### src/rtl/mult_seq_pkg.sv
`default_nettype none
// ============================================================================
//  Module   : mult_seq_pkg
//  Purpose  : Shared types and constants for the sequential MULT/MULTU unit.
//             Holds the state encoding and the default operand geometry.
//  Ports    : none (package)
//  Revision : 1.0  initial release
// ============================================================================
package mult_seq_pkg;

   localparam int unsigned c_mult_width  = 32;  // operand width
   localparam int unsigned c_mult_cnt_w  = 5;   // log2(c_mult_width)
   localparam int unsigned c_mult_cycles = 32;  // shift-add iterations

   typedef enum logic [1:0] {
      MULT_IDLE = 2'd0,
      MULT_BUSY = 2'd1,
      MULT_DONE = 2'd2
   } mult_state_e;

endpackage : mult_seq_pkg
`default_nettype wire

### src/rtl/mult_seq_if.sv
`default_nettype none
// ============================================================================
//  Module   : mult_seq_if
//  Purpose  : Request/response bundle between the EXE-stage ALU (master) and
//             the sequential multiplier (slave).
//  Signals  : a, b      - multiplicand (rs) / multiplier (rt)
//             valid     - MULT/MULTU present in EXE
//             sign      - 1 = MULT (signed), 0 = MULTU
//             annul     - flush of the EXE instruction
//             stall     - hold request back to the pipeline
//             result    - {HI,LO} product
//             ready     - one-cycle pulse when result is valid
//  Revision : 1.0  initial release
// ============================================================================
interface mult_seq_if
   import mult_seq_pkg::*;
#(
   parameter int WIDTH = c_mult_width
);

   logic [WIDTH-1:0]   a;
   logic [WIDTH-1:0]   b;
   logic               valid;
   logic               sign;
   logic               annul;
   logic               stall;
   logic [2*WIDTH-1:0] result;
   logic               ready;

   modport master (
      output a, b, valid, sign, annul,
      input  stall, result, ready
   );

   modport slave (
      input  a, b, valid, sign, annul,
      output stall, result, ready
   );

endinterface : mult_seq_if
`default_nettype wire

### src/rtl/mult_seq.sv
`default_nettype none
// ============================================================================
//  Module   : mult_seq
//  Purpose  : Radix-2 shift-add multiplier for MULT/MULTU. Works on operand
//             magnitudes and applies the sign once at the end, so the only
//             arithmetic is a (WIDTH+1)-bit adder and a final 2*WIDTH negate.
//             Latency is 33 cycles from request to the ready pulse.
//  Ports    : clk  - core clock
//             rst  - synchronous reset, active low
//             bus  - mult_seq_if slave side (a, b, valid, sign, annul in;
//                    stall, result, ready out)
//  Revision : 1.0  initial release
// ============================================================================
module mult_seq
   import mult_seq_pkg::*;
#(
   parameter int WIDTH = c_mult_width,
   parameter int CNT_W = c_mult_cnt_w
) (
   input  wire logic clk,
   input  wire logic rst,
   mult_seq_if.slave bus
);

   mult_state_e        state_q,  state_d;
   logic [CNT_W-1:0]   cnt_q,    cnt_d;
   logic [WIDTH:0]     hi_q,     hi_d;      // one guard bit for the adder carry
   logic [WIDTH-1:0]   lo_q,     lo_d;
   logic [WIDTH-1:0]   mcand_q,  mcand_d;
   logic               neg_q,    neg_d;
   logic [2*WIDTH-1:0] result_q, result_d;

   logic [WIDTH-1:0]   w_a_mag;
   logic [WIDTH-1:0]   w_b_mag;
   logic [WIDTH:0]     w_sum;
   logic [WIDTH:0]     w_step_hi;
   logic [2*WIDTH-1:0] w_prod;
   logic               w_last;

   // Magnitudes: -2^(WIDTH-1) negates to itself, which read unsigned is the
   // correct magnitude, so no extra bit is needed.
   assign w_a_mag = (bus.sign & bus.a[WIDTH-1]) ? ('0 - bus.a) : bus.a;
   assign w_b_mag = (bus.sign & bus.b[WIDTH-1]) ? ('0 - bus.b) : bus.b;

   assign w_sum     = hi_q + {1'b0, mcand_q};
   assign w_step_hi = lo_q[0] ? w_sum : hi_q;
   assign w_last    = (cnt_q == CNT_W'(WIDTH - 1));

   // Product as it stands after this cycle's shift; only consumed on the
   // final step.
   assign w_prod = {hi_d[WIDTH-1:0], lo_d};

   always_comb begin
      state_d  = state_q;
      cnt_d    = cnt_q;
      hi_d     = hi_q;
      lo_d     = lo_q;
      mcand_d  = mcand_q;
      neg_d    = neg_q;
      result_d = result_q;

      if (bus.annul) begin
         // Flush wins over everything; result is left untouched.
         state_d = MULT_IDLE;
         cnt_d   = '0;
      end else begin
         case (state_q)
            MULT_IDLE: begin
               if (bus.valid) begin
                  mcand_d = w_a_mag;
                  hi_d    = '0;
                  lo_d    = w_b_mag;
                  neg_d   = bus.sign & (bus.a[WIDTH-1] ^ bus.b[WIDTH-1]);
                  cnt_d   = '0;
                  state_d = MULT_BUSY;
               end
            end
            MULT_BUSY: begin
               // Conditional add, then shift {hi,lo} right with a zero in.
               hi_d  = {1'b0, w_step_hi[WIDTH:1]};
               lo_d  = {w_step_hi[0], lo_q[WIDTH-1:1]};
               cnt_d = cnt_q + CNT_W'(1);
               if (w_last) begin
                  result_d = neg_q ? ('0 - w_prod) : w_prod;
                  state_d  = MULT_DONE;
               end
            end
            MULT_DONE: begin
               state_d = MULT_IDLE;
            end
            default: begin
               state_d = MULT_IDLE;
            end
         endcase
      end
   end

   always_ff @(posedge clk) begin
      if (!rst) begin
         state_q  <= MULT_IDLE;
         cnt_q    <= '0;
         hi_q     <= '0;
         lo_q     <= '0;
         mcand_q  <= '0;
         neg_q    <= 1'b0;
         result_q <= '0;
      end else begin
         state_q  <= state_d;
         cnt_q    <= cnt_d;
         hi_q     <= hi_d;
         lo_q     <= lo_d;
         mcand_q  <= mcand_d;
         neg_q    <= neg_d;
         result_q <= result_d;
      end
   end

   // Stall is combinational so the pipeline holds in the request cycle; it
   // drops in DONE, which is the cycle the pipeline advances.
   assign bus.stall  = bus.valid & ~bus.annul & (state_q != MULT_DONE);
   assign bus.ready  = (state_q == MULT_DONE);
   assign bus.result = result_q;

endmodule : mult_seq
`default_nettype wire

### src/flat_wrapper.sv
// flat-port wrapper written by rule: the top's interface ports become plain ports
module mult_seq_flat import mult_seq_pkg::*;
#(
   parameter int WIDTH = c_mult_width,
   parameter int CNT_W = c_mult_cnt_w
)
  (clk, rst, bus_a, bus_b, bus_valid, bus_sign, bus_annul, bus_stall, bus_result, bus_ready);
  mult_seq_if #(.WIDTH(WIDTH)) bus_i ();
  input  wire logic clk;
  input  wire logic rst;
  input wire logic [$bits(bus_i.a)-1:0] bus_a;
  input wire logic [$bits(bus_i.b)-1:0] bus_b;
  input wire logic [$bits(bus_i.valid)-1:0] bus_valid;
  input wire logic [$bits(bus_i.sign)-1:0] bus_sign;
  input wire logic [$bits(bus_i.annul)-1:0] bus_annul;
  output wire logic [$bits(bus_i.stall)-1:0] bus_stall;
  output wire logic [$bits(bus_i.result)-1:0] bus_result;
  output wire logic [$bits(bus_i.ready)-1:0] bus_ready;
  assign bus_i.a = bus_a;
  assign bus_i.b = bus_b;
  assign bus_i.valid = bus_valid;
  assign bus_i.sign = bus_sign;
  assign bus_i.annul = bus_annul;
  assign bus_stall = bus_i.stall;
  assign bus_result = bus_i.result;
  assign bus_ready = bus_i.ready;
  mult_seq #(.WIDTH(WIDTH), .CNT_W(CNT_W)) u_core (.clk(clk), .rst(rst), .bus(bus_i));
endmodule
### config.mk
export PLATFORM = sky130hd
export DESIGN_NAME = mult_seq_flat
export DESIGN_NICKNAME = d
export VERILOG_FILES = /design/src/rtl/mult_seq_pkg.sv /design/src/rtl/mult_seq_if.sv /design/src/rtl/mult_seq.sv /design/src/flat_wrapper.sv
export SDC_FILE = /design/constraint.sdc
export NUM_CORES = 1
export LEC_CHECK = 0
export BUFFER_PORTS_ARGS = -buffer_cell sky130_fd_sc_hd__buf_2
export CORE_AREA = 2 2 143 173
export DETAILED_ROUTE_END_ITERATION = 6
export DIE_AREA = 0 0 145 175
export MAX_ROUTING_LAYER = met4
export PLACE_DENSITY = 0.74
export SLEW_MARGIN = 20
export SYNTH_ARGS = -nofsm -noshare
export SYNTH_HDL_FRONTEND = slang
export SYNTH_SLANG_ARGS = --single-unit
### constraint.sdc
create_clock -name clk -period 14.66 [get_ports clk]
set_input_delay 3.665 -clock clk [delete_from_list [all_inputs] [get_ports clk]]
set_output_delay 3.665 -clock clk [all_outputs]
set_load 0.1 [all_outputs]
==> Yosys cells after proc, flatten, opt, wreduce, memory -nomap -nowiden <==
Cells that the tools add are included.
{ "classes": {"n_reduce_logical": 8, "muxes": 15, "bitwise": 8, "add_sub_neg": 5, "eq_ne": 6} }
{ "op_table": {"columns": ["cell", "count"], "rows": [
  ["2-to-1 mux 32 bit", 5],
  ["2-to-1 mux 33 bit", 2],
  ["case mux 33 bit (2 select lines)", 1],
  ["2-to-1 mux 64 bit", 1],
  ["case mux 32 bit (2 select lines)", 1],
  ["subtractor 1 x 32 -> 32 bit, first input constant", 2],
  ["subtractor 1 x 64 -> 64 bit, first input constant", 1],
  ["adder 33 x 32 -> 33 bit", 1],
  ["case mux 5 bit (2 select lines)", 1],
  ["AND reduction 3 bit", 3],
  ["adder 5 x 1 -> 5 bit, second input constant", 1],
  ["AND 1 bit", 5],
  ["== test 5 bit, second input constant", 1],
  ["2-to-1 mux 5 bit", 1],
  ["2-to-1 mux 2 bit", 2],
  ["inequality test 2 bit, second input constant", 2],
  ["case mux 2 bit (2 select lines)", 1],
  ["AND reduction 2 bit", 2],
  ["== test 2 x 1 -> 1 bit, second input constant", 1],
  ["== test 2 bit, second input constant", 1],
  ["zero test 2 bit", 1],
  ["inequality test 2 x 1 -> 1 bit, second input constant", 1],
  ["NOT 1 bit", 2],
  ["nonzero test 2 bit", 1],
  ["other kinds (2)", 2]
]} }
{ "word_totals": {"ff_bits": 169, "output_inout_bits": 66, "word_cells": 50, "inputBits": 69} }

==> Logic depth before layout (Yosys ltp) <==
Gate-level depths: netlist of the first run.
{ "logic_depth": {"depth_word": 7, "ltp_mapped": 16, "mapped_depth_nobuf": 15} }

==> Worst setup path before layout of the first run <==
No wires, ideal clock.
{ "synth_timing": {"path_type": "input to output", "from": "input bus_annul", "to": "output bus_stall", "t_arrival_ns": 6.096, "required_ns": 10.995, "slack_ns": 4.899, "n_path_buf": 1, "path_stages": 2, "path_cell_list": "clkbuf_2 > nor3b_1"} }
{ "synth_via": {"elab_chain_cells": 3} }
{ "synth_rtl": {"columns": ["item", "line_no", "rtl"], "rows": [
  ["start: declaration", "flat_wrapper.sv:15", "input wire logic [$bits(bus_i.annul)-1:0] bus_annul;"],
  ["NOT 1 bit", "mult_seq.sv:120", "assign bus.stall = bus.valid & ~bus.annul & (state_q != MULT_DONE);"],
  ["AND 1 bit (2 in a row)", "mult_seq.sv:120", null],
  ["end: declaration", "flat_wrapper.sv:16", "output wire logic [$bits(bus_i.stall)-1:0] bus_stall;"]
]} }
Every way passes these cells.

==> Final worst setup path of the first run <==
Same ends and word-level chain as after synthesis.

==> impl_metrics.toml, run 1 <==
[synth]
synth_ff_type = "dfxtp_1"
syn_inst = 1502
yosys_warnings = 0
synth_edf_count = 0
synthTopCellsByArea = "dfxtp_1, xnor2_1, nor2_1, a21oi_1, o21ai_0"
yosysTopAreaCellShare_pct = 28.74
synth_nets = 1609
synthesis.area_sq_um = 11700
async_flop_share_pct = 0
synth.distinct_cells = 96
netlist.top_cell.by_area = "dfxtp_1"
yosysSeqAreaShare_pct = 28.74
ys_seq_elements = 168
avgSynthCellArea_sq_um = 7.791

[global_route]
grt_max_degree = 78
grt_overflow = 0
antenna_found_initial = 1
grt_use_total_pct = 30.03
grt_pass1_vias = 11465
grt_pass1_wl_mm = 59.74

[die]
ioPinCount = 135
core-area_sq_um = 23660
start_util_pct = 49.46
die_w_um = 145
num_rows = 62
die_area_sq_um = 25380
dieHeight_um = 175

[clock_network]
post_cts_resized = 0
cts_tree = "done"
clockBufferDepth = 2
cts_setup_buffers = 0
clkSinkCount = 168
cts_hold_buf = 0
clockRootBuffer = "clkbuf_16"
clkLatencyLatePin_ps = 450
htreeDepth = 4
cts_made_buffers = 17
path_clk_slew_ps = 70

[run]
max-cap-violations = 0

[timing]
finalSetupTns_ps = 0
fin_worst_skew_ps = 10.60
period_share_pct = 55.74
maxSlewHeadroom_pct = 27.90
clock.fmax_ghz = 0.1224
worst_pin_slew_ps = 1073
finalHoldViolations = 0
finalMaxSlewViolations = 0
setup_viol = 0
fin_crit_ps = 8172
rsz0062_at_grt = "no"

[finish]
final_common_cell = "nor2_1"
fill_cells = 2269
drive_gt1_share_pct = 15.76
fin_cells = 1914
final_cell_mix = "nor2_1, dfxtp_1, nand2_1"
final_net_count = 1687
area_growth_pct = 12.20

[worst_setup_path]
critical_path_class = "input port to output port"
r2r-start = "u_core.state_q[1]$_SDFFE_PP0P_"
arrival_ps = 4510
reg2reg_to = "u_core.bus.result[63]$_SDFFE_PN0P_"
reg2reg_slack_ps = 9870
cp_max_fo = 9
critPathCaptureType = "output port"
cp.required_ps = 10990
reg2reg_depth = 12
start_kind = "input port"

[run_status]
status = "finished, final reports clean"

[drt]
via_count = 11959
wire_per_inst_um = 19.70
drt_pre_antenna_iters = 6
drtAntennaViolNets = 0
drt-total-wl_mm = 37.71
via_per_inst = 6.248
drc = 0
drt_iter0_markers = 1015

[hold_path]
hold-path-cell-count = 2
holdPathEnd = "u_core.bus.result[24]$_SDFFE_PN0P_"
hp-start = "u_core.bus.result[24]$_SDFFE_PN0P_"
hp-class = "register to register"

[power_and_ir_drop]
p_leak_nw = 5.198
irDropWorstVdd_uv = 89.83
powerDensity_nw_per_um2 = 87.88

[placement]
hpwl_mm = 28.11
numPortBuffers = 134
gp_congestion = 0.9579
numPlacedInstances = 1881
[cells in the mapped netlist (8+ instances only)]
library cell	number
or4_1	9
and3_1	17
nand2b_1	11
clkbuf_1	71
a22oi_1	29
a221oi_1	8
ha_1	37
and2_1	29
dfxtp_1	168
a31oi_1	23
nor3_1	37
xnor2_1	78
nor2_1	172
xor2_1	44
a21o_1	16
a222oi_1	9
inv_1	26
mux2i_1	12
o21ai_0	105
o211ai_1	9
o41ai_1	8
o22ai_1	9
nand3_1	34
a21oi_1	110
a22o_1	16
buf_1	8
or2_2	13
nand4_1	20
o21a_1	17
nor4_1	12
or3_1	13
a211oi_1	49
nand2_1	136
o31ai_1	15
[registers in the layout (all words and copies together), names as in the netlist]
register,cells
u_core.bus.result,64
u_core.lo_q,32
u_core.hi_q,32
u_core.cnt_q,5
u_core.neg_q,1
u_core.mcand_q,32
u_core.state_q,2
[cell families after synthesis]
| group | count (synthesis) | synth area share [%] |
|---|---|---|
| and+or+nand+nor | 549 | 23.76 |
| AOI/OAI and AO/OA | 484 | 27.86 |
| DFF | 168 | 28.74 |
| buffers and inverters | 123 | 4.779 |
| xor gates and xnor gates | 122 | 9.131 |
| adders and majority gates | 38 | 4.127 |
| muxes | 18 | 1.604 |
[area by class of cell]
type,instances,area [sq um],area share (%)
antenna,1,2.502,0.01906
clock buffer,17,425.4,3.240
clock inverter,15,201.4,1.534
inverter,28,106.4,0.8100
multi-input combinational,1211,7810,59.48
sequential,168,3363,25.61
tap,320,400.4,3.049
timing repair buffer,154,820.8,6.251
[worst max-delay path, stage by stage]
cell	delay, ps
buf_2	190
nor3b_1	200
buf_2	450
[where the power goes]
part / internal [mW] / total (mW) / switching (mW)
combinational: 0.0687 / 0.199 / 0.130
sequential: 0.468 / 0.479 / 0.0114
clock: 0.249 / 0.476 / 0.227
total: 0.785 / 1.15 / 0.368
[routing by layer]
metal	global-route usage (%)	wire, um
met2	51.23	18460
met5	-	0
met4	20.21	2944
met3	4.047	1978
met1	32.70	14330
[worst max-delay path by stage]
stage	start	to	slack [ps]	cells past startpoint
after global placement	bus_annul	bus_stall	6470	3
final	bus_annul	bus_stall	6490	3
after CTS	bus_annul	bus_stall	6490	3
after floorplan	bus_annul	bus_stall	4900	2
after global routing	bus_annul	bus_stall	6410	3
after detailed placement	bus_b[6]	u_core.bus.result[63]$_SDFFE_PN0P_	6420	12
[metrics by stage]
| stage | instance area [sq um] | total power [mW] | hold WS [ps] | utilization [%] | setup slack [ps] |
|---|---|---|---|---|---|
| floorplan | 11700 | 0.6235 | 440.6 | - | 4899 |
| global placement | 12500 | 0.6810 | 437.2 | 52.83 | 6465 |
| detailed placement | 12500 | 0.6838 | 442.0 | 52.83 | 6418 |
| CTS | 13130 | 1.152 | 453.3 | 55.48 | 6492 |
| global route | 13130 | 1.191 | 470.5 | 55.49 | 6408 |
| finish | 13130 | 1.154 | 449.5 | 55.49 | 6488 |
No activity file was read; power rests on OpenSTA's default activity.
==> inputs of run 2 (changes only) <==
==> constraint.sdc (replaced) <==
create_clock -name clk -period 7.69 [get_ports clk]
set_input_delay 1.9225 -clock clk [delete_from_list [all_inputs] [get_ports clk]]
set_output_delay 1.9225 -clock clk [all_outputs]
set_load 0.1 [all_outputs]
==> impl_metrics.toml, run 2 (synthesized netlist as in run 1, its figures left out) <==
[clock_network]
post_cts_resized = 0
htreeDepth = 4
cts_tree = "done"
cts_made_buffers = 17
clockBufferDepth = 2
path_clk_slew_ps = 80
cts_setup_buffers = 0
clkSinkCount = 168
clockRootBuffer = "clkbuf_16"
clkLatencyLatePin_ps = 460
cts_hold_buf = 0

[drt]
wire_per_inst_um = 20.29
drtAntennaViolNets = 0
drt_iter0_markers = 1213
drt_pre_antenna_iters = 5
drc = 0
drt-total-wl_mm = 38.93
via_per_inst = 6.255
via_count = 12003

[finish]
final_cell_mix = "nor2_1, dfxtp_1, nand2_1"
final_common_cell = "nor2_1"
drive_gt1_share_pct = 15.96
fill_cells = 2223
largest_reg_flops = 64
area_growth_pct = 12.64
final_net_count = 1692

[placement]
numPortBuffers = 134
hpwl_mm = 28.98
gp_congestion = 1.002

[timing]
fin_worst_skew_ps = 12.06
fin_crit_ps = 5980
period_share_pct = 77.77
finalMaxSlewViolations = 0
worst_pin_slew_ps = 985.0
setup_viol = 0
finalHoldViolations = 0
rsz0062_at_grt = "no"
holdWs_ps = 454.1
maxSlewHeadroom_pct = 34.34
finalSetupTns_ps = 0
clock.fmax_ghz = 0.1672

[hold_path]
hp-class = "register to register"
holdPathEnd = "u_core.bus.result[52]$_SDFFE_PN0P_"
hp-start = "u_core.bus.result[52]$_SDFFE_PN0P_"
hold-path-cell-count = 2

[worst_setup_path]
worst-path-stages = 14
reg2reg_slack_ps = 2800
r2r-start = "u_core.mcand_q[0]$_SDFFE_PN0P_"
critPathBufInv = 2
cp.required_ps = 8030
cp_cell_sequence = "buf_2 > inv_1 > ha_1 > nor3b_1 > a31oi_1 > xnor2_1 > o21ai_0 > or2_2 > or4_1 > nor3_2 > nand3_2 > nor4_2 > a21oi_1 > a311o_1"
start_kind = "input port"
cp_top_family = "simple AND/OR/NAND/NOR gates"
reg2reg_depth = 13
arrival_ps = 6320
critPathCaptureType = "register"
cpPeakStageDelay_ps = 710
cp_max_fo = 9
cp_slowest_cell = "or4_1"
reg2reg_to = "u_core.bus.result[60]$_SDFFE_PN0P_"
critical_path_class = "input port to register"

[die]
die_w_um = 145
num_rows = 62
core-area_sq_um = 23660
ioPinCount = 135
start_util_pct = 49.46
dieHeight_um = 175
die_area_sq_um = 25380

[global_route]
grt_overflow = 0
grt_pass1_vias = 11394
grt_pass1_wl_mm = 61.10
grt_max_degree = 87
grt_use_total_pct = 31.05
antenna_found_initial = 1

[power_and_ir_drop]
p_leak_nw = 5.233
irDropWorstVdd_uv = 161.1
powerDensity_nw_per_um2 = 168.8

[run]
max-cap-violations = 0

[run_status]
status = "finished, final reports clean"
==> run 2: layer usage <==
metal / up-vias / wire [um] / track usage (%)
met5: - / 0 / -
met3: 142 / 1995 / 3.681
met1: 5635 / 14790 / 33.55
met2: 503 / 19320 / 53.77
met4: 0 / 2828 / 20.63
li1: 5723 / - / -
==> run 2: stage by stage <==
step | cell area (sq um) | total power, mW | cells | util (%) | setup slack, ps
after floorplan | 11700 | 1.189 | 1502 | - | 1414
after global placement | 12540 | 1.300 | 1886 | 52.98 | 1458
after detailed placement | 12540 | 1.306 | 1886 | 52.98 | 1377
after CTS | 13180 | 2.225 | 1918 | 55.70 | 1816
after global routing | 13180 | 2.301 | 1919 | 55.71 | 1437
final | 13180 | 2.225 | 1919 | 55.71 | 1710
==> run 2: worst min-delay path: stages, from the launching register on <==
cell and delay, ps:
dfxtp_1 330, nand2_1 40, o21ai_0 50
==> run 2: worst max path at each step <==
| stage | from | end |
|---|---|---|
| 2_1_floorplan | bus_annul | bus_stall |
| 3_3_place_gp | bus_b[0] | u_core.bus.result[63]$_SDFFE_PN0P_ |
| 3_5_place_dp | bus_b[0] | u_core.bus.result[63]$_SDFFE_PN0P_ |
| 4_1_cts | bus_b[0] | u_core.bus.result[63]$_SDFFE_PN0P_ |
| 5_1_grt | bus_b[0] | u_core.bus.result[63]$_SDFFE_PN0P_ |
| 6_report | bus_b[0] | u_core.bus.result[63]$_SDFFE_PN0P_ |
==> run 2: final cells by class <==
type	count	area, sq um	share of cell area [%]
Inverter	28	106.4	0.8068
Sequential cell	168	3363	25.51
Timing Repair Buffer	159	858.3	6.512
Antenna cell	1	2.502	0.01898
Multi-Input combinational cell	1211	7807	59.23
Clock inverter	15	217.7	1.652
Tap cell	320	400.4	3.037
Clock buffer	17	425.4	3.227
==> run 2: report_power, final <==
group / switching (mW) / internal, mW
Sequential: 0.0217 / 0.892
Combinational: 0.250 / 0.131
Clock: 0.451 / 0.479
